[src/rtl/mem_arb_pkg.sv]
// Shared definitions for the two-port memory arbiter: FSM state encoding,
// requester index constants and the word-alignment check.
package mem_arb_pkg;

  // FSM state encoding
  localparam logic [1:0] ST_IDLE    = 2'd0;
  localparam logic [1:0] ST_SERVE_I = 2'd1;
  localparam logic [1:0] ST_SERVE_D = 2'd2;

  // Requester indices, used for the round-robin "last served" record
  // and as bit positions in the request vector.
  localparam logic PORT_FETCH = 1'b0;
  localparam logic PORT_DATA  = 1'b1;

  // A word access is aligned when the two byte-offset bits are zero.
  function automatic logic addr_aligned(input logic [1:0] lsb);
    return (lsb == 2'b00);
  endfunction

endpackage : mem_arb_pkg

[src/rtl/rr_arbiter2.sv]
// Two-way combinational round-robin pick. Requests whose mask bit is set are
// not eligible. When both are eligible the port that was not served last wins.
module rr_arbiter2
  import mem_arb_pkg::*;
(
  input  logic [1:0] i_req,
  input  logic [1:0] i_mask,
  input  logic       i_last,
  output logic       o_valid,
  output logic       o_grant
);

  logic [1:0] w_elig;

  assign w_elig = i_req & ~i_mask;

  // Pick the granted index; on contention alternate away from the last winner.
  always_comb begin
    o_valid = |w_elig;
    o_grant = PORT_FETCH;
    if (w_elig == 2'b11) begin
      o_grant = ~i_last;
    end else if (w_elig[PORT_DATA]) begin
      o_grant = PORT_DATA;
    end
  end

endmodule : rr_arbiter2

[src/rtl/mem_arbiter.sv]
// Shares a single-ported byte memory between the instruction-fetch port
// (read-only) and the data load/store port. Each access takes one SERVE cycle
// followed by a one-cycle ack; misaligned words are answered with an error
// and never touch the memory.
module mem_arbiter
  import mem_arb_pkg::*;
#(
  parameter int ADDR_W       = 32,
  parameter int DATA_W       = 32,
  parameter int BUSY_TIMEOUT = 0
) (
  input  logic              clk,
  input  logic              rst_n,
  // instruction-fetch port
  input  logic              i_req,
  input  logic [ADDR_W-1:0] i_addr,
  output logic              i_ack,
  output logic [DATA_W-1:0] i_rdata,
  output logic              i_err,
  // data load/store port
  input  logic              d_req,
  input  logic              d_we,
  input  logic [ADDR_W-1:0] d_addr,
  input  logic [DATA_W-1:0] d_wdata,
  output logic              d_ack,
  output logic [DATA_W-1:0] d_rdata,
  output logic              d_err,
  // memory side
  output logic [ADDR_W-1:0] mem_addr,
  output logic [DATA_W-1:0] mem_wdata,
  output logic              mem_write,
  input  logic [DATA_W-1:0] mem_rdata,
  output logic              busy
);

  // There is no timeout logic; the parameter is kept only for interface
  // compatibility and a nonzero value changes nothing.
  if (BUSY_TIMEOUT != 0) begin : g_timeout_unsupported
  end

  logic [1:0]        r_state;
  logic              r_last;
  logic              r_i_ack;
  logic              r_i_err;
  logic [DATA_W-1:0] r_i_rdata;
  logic              r_d_ack;
  logic              r_d_err;
  logic [DATA_W-1:0] r_d_rdata;

  logic [1:0]        w_req;
  logic [1:0]        w_mask;
  logic              w_grant_vld;
  logic              w_grant;
  logic              w_i_aligned;
  logic              w_d_aligned;

  assign w_i_aligned = addr_aligned(i_addr[1:0]);
  assign w_d_aligned = addr_aligned(d_addr[1:0]);

  // A port whose ack is high this cycle is not eligible: its req is still
  // the one just completed.
  assign w_req[PORT_FETCH]  = i_req;
  assign w_req[PORT_DATA]   = d_req;
  assign w_mask[PORT_FETCH] = r_i_ack;
  assign w_mask[PORT_DATA]  = r_d_ack;

  rr_arbiter2 u_rr (
    .i_req   (w_req),
    .i_mask  (w_mask),
    .i_last  (r_last),
    .o_valid (w_grant_vld),
    .o_grant (w_grant)
  );

  // Sequence IDLE -> SERVE_x -> IDLE and remember which port was served last.
  always_ff @(posedge clk or negedge rst_n) begin
    if (!rst_n) begin
      r_state <= ST_IDLE;
      r_last  <= PORT_FETCH;
    end else begin
      case (r_state)
        ST_IDLE: begin
          if (w_grant_vld) begin
            r_state <= (w_grant == PORT_DATA) ? ST_SERVE_D : ST_SERVE_I;
          end
        end
        ST_SERVE_I: begin
          r_last  <= PORT_FETCH;
          r_state <= ST_IDLE;
        end
        ST_SERVE_D: begin
          r_last  <= PORT_DATA;
          r_state <= ST_IDLE;
        end
        default: r_state <= ST_IDLE;
      endcase
    end
  end

  // Capture the response at the closing edge of SERVE; every response field
  // lasts exactly one cycle and returns to zero otherwise.
  always_ff @(posedge clk or negedge rst_n) begin
    if (!rst_n) begin
      r_i_ack   <= 1'b0;
      r_i_err   <= 1'b0;
      r_i_rdata <= '0;
      r_d_ack   <= 1'b0;
      r_d_err   <= 1'b0;
      r_d_rdata <= '0;
    end else begin
      r_i_ack   <= 1'b0;
      r_i_err   <= 1'b0;
      r_i_rdata <= '0;
      r_d_ack   <= 1'b0;
      r_d_err   <= 1'b0;
      r_d_rdata <= '0;
      if (r_state == ST_SERVE_I) begin
        r_i_ack   <= 1'b1;
        r_i_err   <= ~w_i_aligned;
        r_i_rdata <= w_i_aligned ? mem_rdata : '0;
      end
      if (r_state == ST_SERVE_D) begin
        r_d_ack   <= 1'b1;
        r_d_err   <= ~w_d_aligned;
        // Stores answer with zero data; loads return the pre-write word.
        r_d_rdata <= (w_d_aligned && !d_we) ? mem_rdata : '0;
      end
    end
  end

  // Drive the memory only while serving; the write enable follows the state
  // directly so an asynchronous reset removes it immediately.
  always_comb begin
    mem_addr  = '0;
    mem_wdata = '0;
    mem_write = 1'b0;
    case (r_state)
      ST_SERVE_I: begin
        mem_addr  = i_addr;
        mem_wdata = d_wdata;
      end
      ST_SERVE_D: begin
        mem_addr  = d_addr;
        mem_wdata = d_wdata;
        mem_write = d_we & w_d_aligned;
      end
      default: begin
        mem_addr  = '0;
        mem_wdata = '0;
        mem_write = 1'b0;
      end
    endcase
  end

  assign busy    = (r_state == ST_SERVE_I) || (r_state == ST_SERVE_D);
  assign i_ack   = r_i_ack;
  assign i_err   = r_i_err;
  assign i_rdata = r_i_rdata;
  assign d_ack   = r_d_ack;
  assign d_err   = r_d_err;
  assign d_rdata = r_d_rdata;

endmodule : mem_arbiter

[config.mk]
export PLATFORM = sky130hd
export DESIGN_NAME = mem_arbiter
export DESIGN_NICKNAME = d
export VERILOG_FILES = /design/src/rtl/mem_arb_pkg.sv /design/src/rtl/rr_arbiter2.sv /design/src/rtl/mem_arbiter.sv
export SDC_FILE = /design/constraint.sdc
export NUM_CORES = 1
export LEC_CHECK = 0
export ABC_CLOCK_PERIOD_IN_PS = 2000
export CAP_MARGIN = 20
export CORE_ASPECT_RATIO = 1.2
export CORE_MARGIN = 2
export CORE_UTILIZATION = 28
export DETAILED_ROUTE_END_ITERATION = 16
export GPL_TIMING_DRIVEN = 0
export PLACE_DENSITY = 0.74
export SLEW_MARGIN = 20
export SYNTH_ARGS = -nofsm -noshare
export SYNTH_HDL_FRONTEND = slang
export SYNTH_SLANG_ARGS = --single-unit
export TNS_END_PERCENT = 10
[constraint.sdc]
create_clock -name clk -period 2 [get_ports clk]
set_clock_uncertainty 0.15 [all_clocks]
set_input_delay 0.6 -clock clk [delete_from_list [all_inputs] [get_ports clk]]
set_output_delay 0.6 -clock clk [all_outputs]
set_load 0.03 [all_outputs]
# --- Yosys cells after proc, flatten, opt, wreduce, memory -nomap -nowiden ---
# Index checks and enable logic that the tools add are counted.
classes:
  n_eq_ne: 4
  mux: 17
  n_bitwise: 6
  reduce_logical: 9
ops:
  columns: ["cell", "n"]
  rows:
  - ["2-to-1 mux 32 bit", 5]
  - ["case mux 32 bit (2 select lines)", 1]
  - ["2-to-1 mux 1 bit", 7]
  - ["zero test 2 bit", 3]
  - ["2-to-1 mux 2 bit", 3]
  - ["== test 2 bit, second input constant", 2]
  - ["OR reduction 2 bit", 2]
  - ["NOT 1 bit", 3]
  - ["bitwise AND 2 bit", 1]
  - ["== test 2 x 1 -> 1 bit, second input constant", 1]
  - ["inequality test 2 x 1 -> 1 bit, second input constant", 1]
  - ["NOT 2 bit", 1]
  - ["case mux 1 bit (2 select lines)", 1]
  - ["nonzero test 2 bit", 1]
  - ["bitwise AND 1 bit", 1]
  - ["logical AND 1 bit", 1]
  - ["zero test 1 bit", 1]
  - ["logical OR 1 bit", 1]
totals:
  ff_bits: 71
  in_bits: 133
  out_inout_bits: 134
  word_cells: 44

# --- Logic depth before layout (Yosys ltp) ---
depth:
  depth_word: 7
  depth_mapped: 6
  ltp_nobuf: 4

# --- Hierarchy ---
# From an unflattened synthesis, not the netlist that was laid out.
hier_totals:
  cells_unflattened: 274
  area_unflattened_um2: 3115.5
modules_own_cells:
  columns: ["module", "n_inst", "cells_per_inst", "area_each_um2", "seq_area_each_um2"]
  rows:
  - ["mem_arbiter", 1, 269, 3076.7, 1776.7]
  - ["rr_arbiter2", 1, 5, 38.8, 0.0]

# --- Least setup slack after synthesis ---
# No wires, ideal clock.
synth_timing:
  path_type: "register -> output"
  startpoint: "register r_state[0]"
  endpoint: "output mem_addr[0]"
  arrival_time_ns: 1.707
  required_ns: 1.250
  slack_ns: -0.457
  stages_incl_launch_ff: 7
  path_buffers: 2
  path_cell_list: "dfrtp_1 -> inv_1 -> ha_1 -> and2_1 -> buf_2 -> buf_4 -> a22o_1"
synth_via:
  elab_chain_cells: 2
  elab_cells_between_ends: 3
  classes_between: "2 x eq/ne; 1 x mux"
synth_rtl:
  columns: ["item", "line_no", "rtl"]
  rows:
  - ["start, declared", "mem_arbiter.sv:41", "logic [1:0] r_state;"]
  - ["start signal, assigned", "mem_arbiter.sv:84", "r_state <= (w_grant == PORT_DATA) ? ST_SERVE_D : ST_SERVE_I;"]
  - ["== test 2 bit or == test 2 x 1 -> 1 bit (tied branches)", "mem_arbiter.sv:137", "case (r_state)"]
  - ["case mux 32 bit (2 select lines) (*)", "mem_arbiter.sv:137", null]
  - ["end, declared", "mem_arbiter.sv:29", "output logic [ADDR_W-1:0] mem_addr,"]
# Mark *: on every way between the ends. The rest lies on a longest branch, timed or not.

# --- Final worst setup path ---
# Ends and elaborated chain as after synthesis.

==> results.txt <==
Main synth FF type = dfrtp_1
top-area cell type share of the netlist area = 0.5949
top-count cell post-synth = and2_1
placed cell area = 0.006133 mm²
Routed Antenna Nets = 0
Post-synth top cells = and2_1 (76), dfrtp_1 (71), a22o_1 (31)
chip height = 117.1 µm
CTS tree = done
CTS Buffer Depth = 2
Final Net Count = 668
Via density = 4.463
sequential area share after synthesis = 0.5949
final setup vio count = 66
Skew-Pair Late Insertion Delay = 0.32 ns
clock sink total = 71
Final Hold Vio Count = 0
Synthesis Warnings = 0
post-route minimum period = 2.560 ns
final worst slack = -0.5603 ns
crit path DAT = 1.81 ns
Starting Density = 0.2854
Reg clk slew, reported paths = 0.05 ns
Num CTS Buffers = 9
Die Wd = 98.28 µm
setup TNS = -29.82 ns
status = finished with violations
R2R cell count = 6
Worst Setup End Kind = primary output
crit-path max FO = 6
Post-Synthesis Cell Area = 0.002987 mm²
first-pass GRT wire length = 16710 µm
drt wl/cell = 17.00 µm
Post-Place Setup Slack = -0.9448 ns
1st-iter DRT viols = 85
placer congestion estimate = 0.7799
Synthesized Nets = 376
vias in the first global route = 3239
Tcrit/Tclk final = 1.280
DP Wirelength = 8756 µm
num rows = 41
Setup crit start kind = register
gr usage total = 0.1897
Peak VDD IR = 1.113 mV
number of synthesized register bits = 71
CP Class = register to primary output
via count = 2968
post-route design area = 0.006590 mm²
post-synthesis cell type count = 25
Placed Cells = 635
core area = 0.01047 mm²
worst min path class = input port to asynchronous set/reset pin
maxcap violations = 0
clk root buf = clkbuf_16
P_leak = 3.461 nW
I/O pin total = 267
Yosys top cell by area = dfrtp_1
layout cells sized above 1 = 0.3396
Remaining DRCs = 0
die footprint = 0.01151 mm²
Slew HR = 0.7418
H-tree levels = 3
largest net degree at the start of global routing = 44
f_max = 390.6 MHz
Avg Cell Area, Syn = 12.50 µm²
violated checks = negative setup slack
PortBufs = 266
Slew Viols, Final = 0
final WL = 11310 µm
worst path required time = 1.25 ns
Ant. Diodes = 0
asr flop ratio synth = 1.000
Power Density = 1233 mW/mm²
Area Growth Syn to Fin = 120.7%
top cells by area, synth = dfrtp_1 (59%), and2_1 (16%), a22o_1 (9.1%), and2_2 (5.5%), ha_1 (1.7%)
cells after synthesis = 239
Post-synth EDFFs = 0
antenna violations before repair = 0
post-route insts no fill = 665
GRT overflow = 0
RSZ-0062 raised after global routing = yes
First-pass DRT Iterations = 3
Pwr Total = 0.008123 W
Worst-Margin Slew = 0.3873 ns
## where the power goes
| part | total, W | internal (W) | switching, W |
|---|---|---|---|
| sequential | 0.00159 | 0.00155 | 0.0000483 |
| combinational | 0.00499 | 0.00241 | 0.00257 |
| clock | 0.00154 | 0.000997 | 0.000545 |
## registers in the layout, summed over array words and instances, names as in the netlist
signal	cells
i_rdata	32
d_err	1
r_state	2
r_last	1
d_rdata	32
i_ack	1
d_ack	1
i_err	1
## logic make-up after synthesis
group / count (synthesis) / synth area share
and+or+nand+nor: 107 / 0.2409
buffers and inverters: 20 / 0.04063
DFF: 71 / 0.5949
adders and majority gates: 4 / 0.01676
AOI/OAI and AO/OA: 36 / 0.1031
muxes: 1 / 0.003770
## critical path: stages, from the launching register on
cell     delay (ns)
dfrtp_1        0.41
inv_2          0.10
ha_4           0.22
and2_4         0.20
buf_12         0.15
a22o_4         0.26
buf_6          0.14
## final cells by class
cell class | count | area [µm²]
clock buffers | 13 | 250.2
repair buffers | 286 | 2815
clock inverters | 3 | 42.54
well taps | 129 | 161.4
fillers | 881 | 3875
plain buffers | 12 | 122.6
multi-input cells | 148 | 1410
inverters | 3 | 11.26
flip-flops and latches | 71 | 1777
## placed cells by master, fill, tap and decap left out, drive strengths merged
cell type / Yosys / final
dfrtp: 71 / 71
ha: 4 / 4
clkinv: 0 / 1
nor2b: 2 / 2
and2: 98 / 98
o22ai: 1 / 1
o21a: 1 / 1
bufinv: 0 / 1
inv: 3 / 3
nor2: 1 / 1
nand3b: 1 / 1
a21boi: 1 / 1
a22o: 32 / 32
mux2: 1 / 1
nor3b: 1 / 1
nand4b: 1 / 1
nor4b: 1 / 1
nand2: 1 / 1
dlygate4sd2: 0 / 72
o21ai: 1 / 1
clkinvlp: 0 / 1
clkbuf: 9 / 31
clkdlybuf4s50: 0 / 128
buf: 8 / 80
and3: 1 / 1
## repair_timing
action | CTS | global route
gates cloned | 4 | 1
hold buffers | 0 | 0
resized for setup | 474 | 96
pin swaps | 7 | 28
setup buffers | 10 | 7
endpoints found under the setup margin | 134 | 93
## per-stage QoR
| step | hold WS [ns] | util |
|---|---|---|
| CTS | 0.04808 | 0.6352 |
| global placement | 0.3412 | 0.5844 |
| detailed placement | 0.3512 | 0.5861 |
| finish | 0.04594 | 0.6297 |
| global route | 0.07084 | 0.6297 |
| floorplan | 0.1544 | - |
## per-layer routing
| metal | routed length [µm] | track usage |
|---|---|---|
| met2 | 6161 | 0.3342 |
| met4 | 183 | 0.06119 |
| met5 | 0 | 0 |
| met1 | 4076 | 0.2238 |
| met3 | 885 | 0.05701 |
## path summary, 6_finish.rpt
kind                            start     endpoint  slack [ns]
setup / recovery           r_state[0]  mem_addr[0]       -0.56
hold / removal                  rst_n  i_rdata[17]        0.05
setup reg to reg           r_state[1]  i_rdata[30]        0.15
hold reg to reg                r_last       r_last        0.36
max in group asynchronous       rst_n        d_err        1.10
min in group clk               r_last       r_last        0.36
Power figures use the tool's default switching activity.
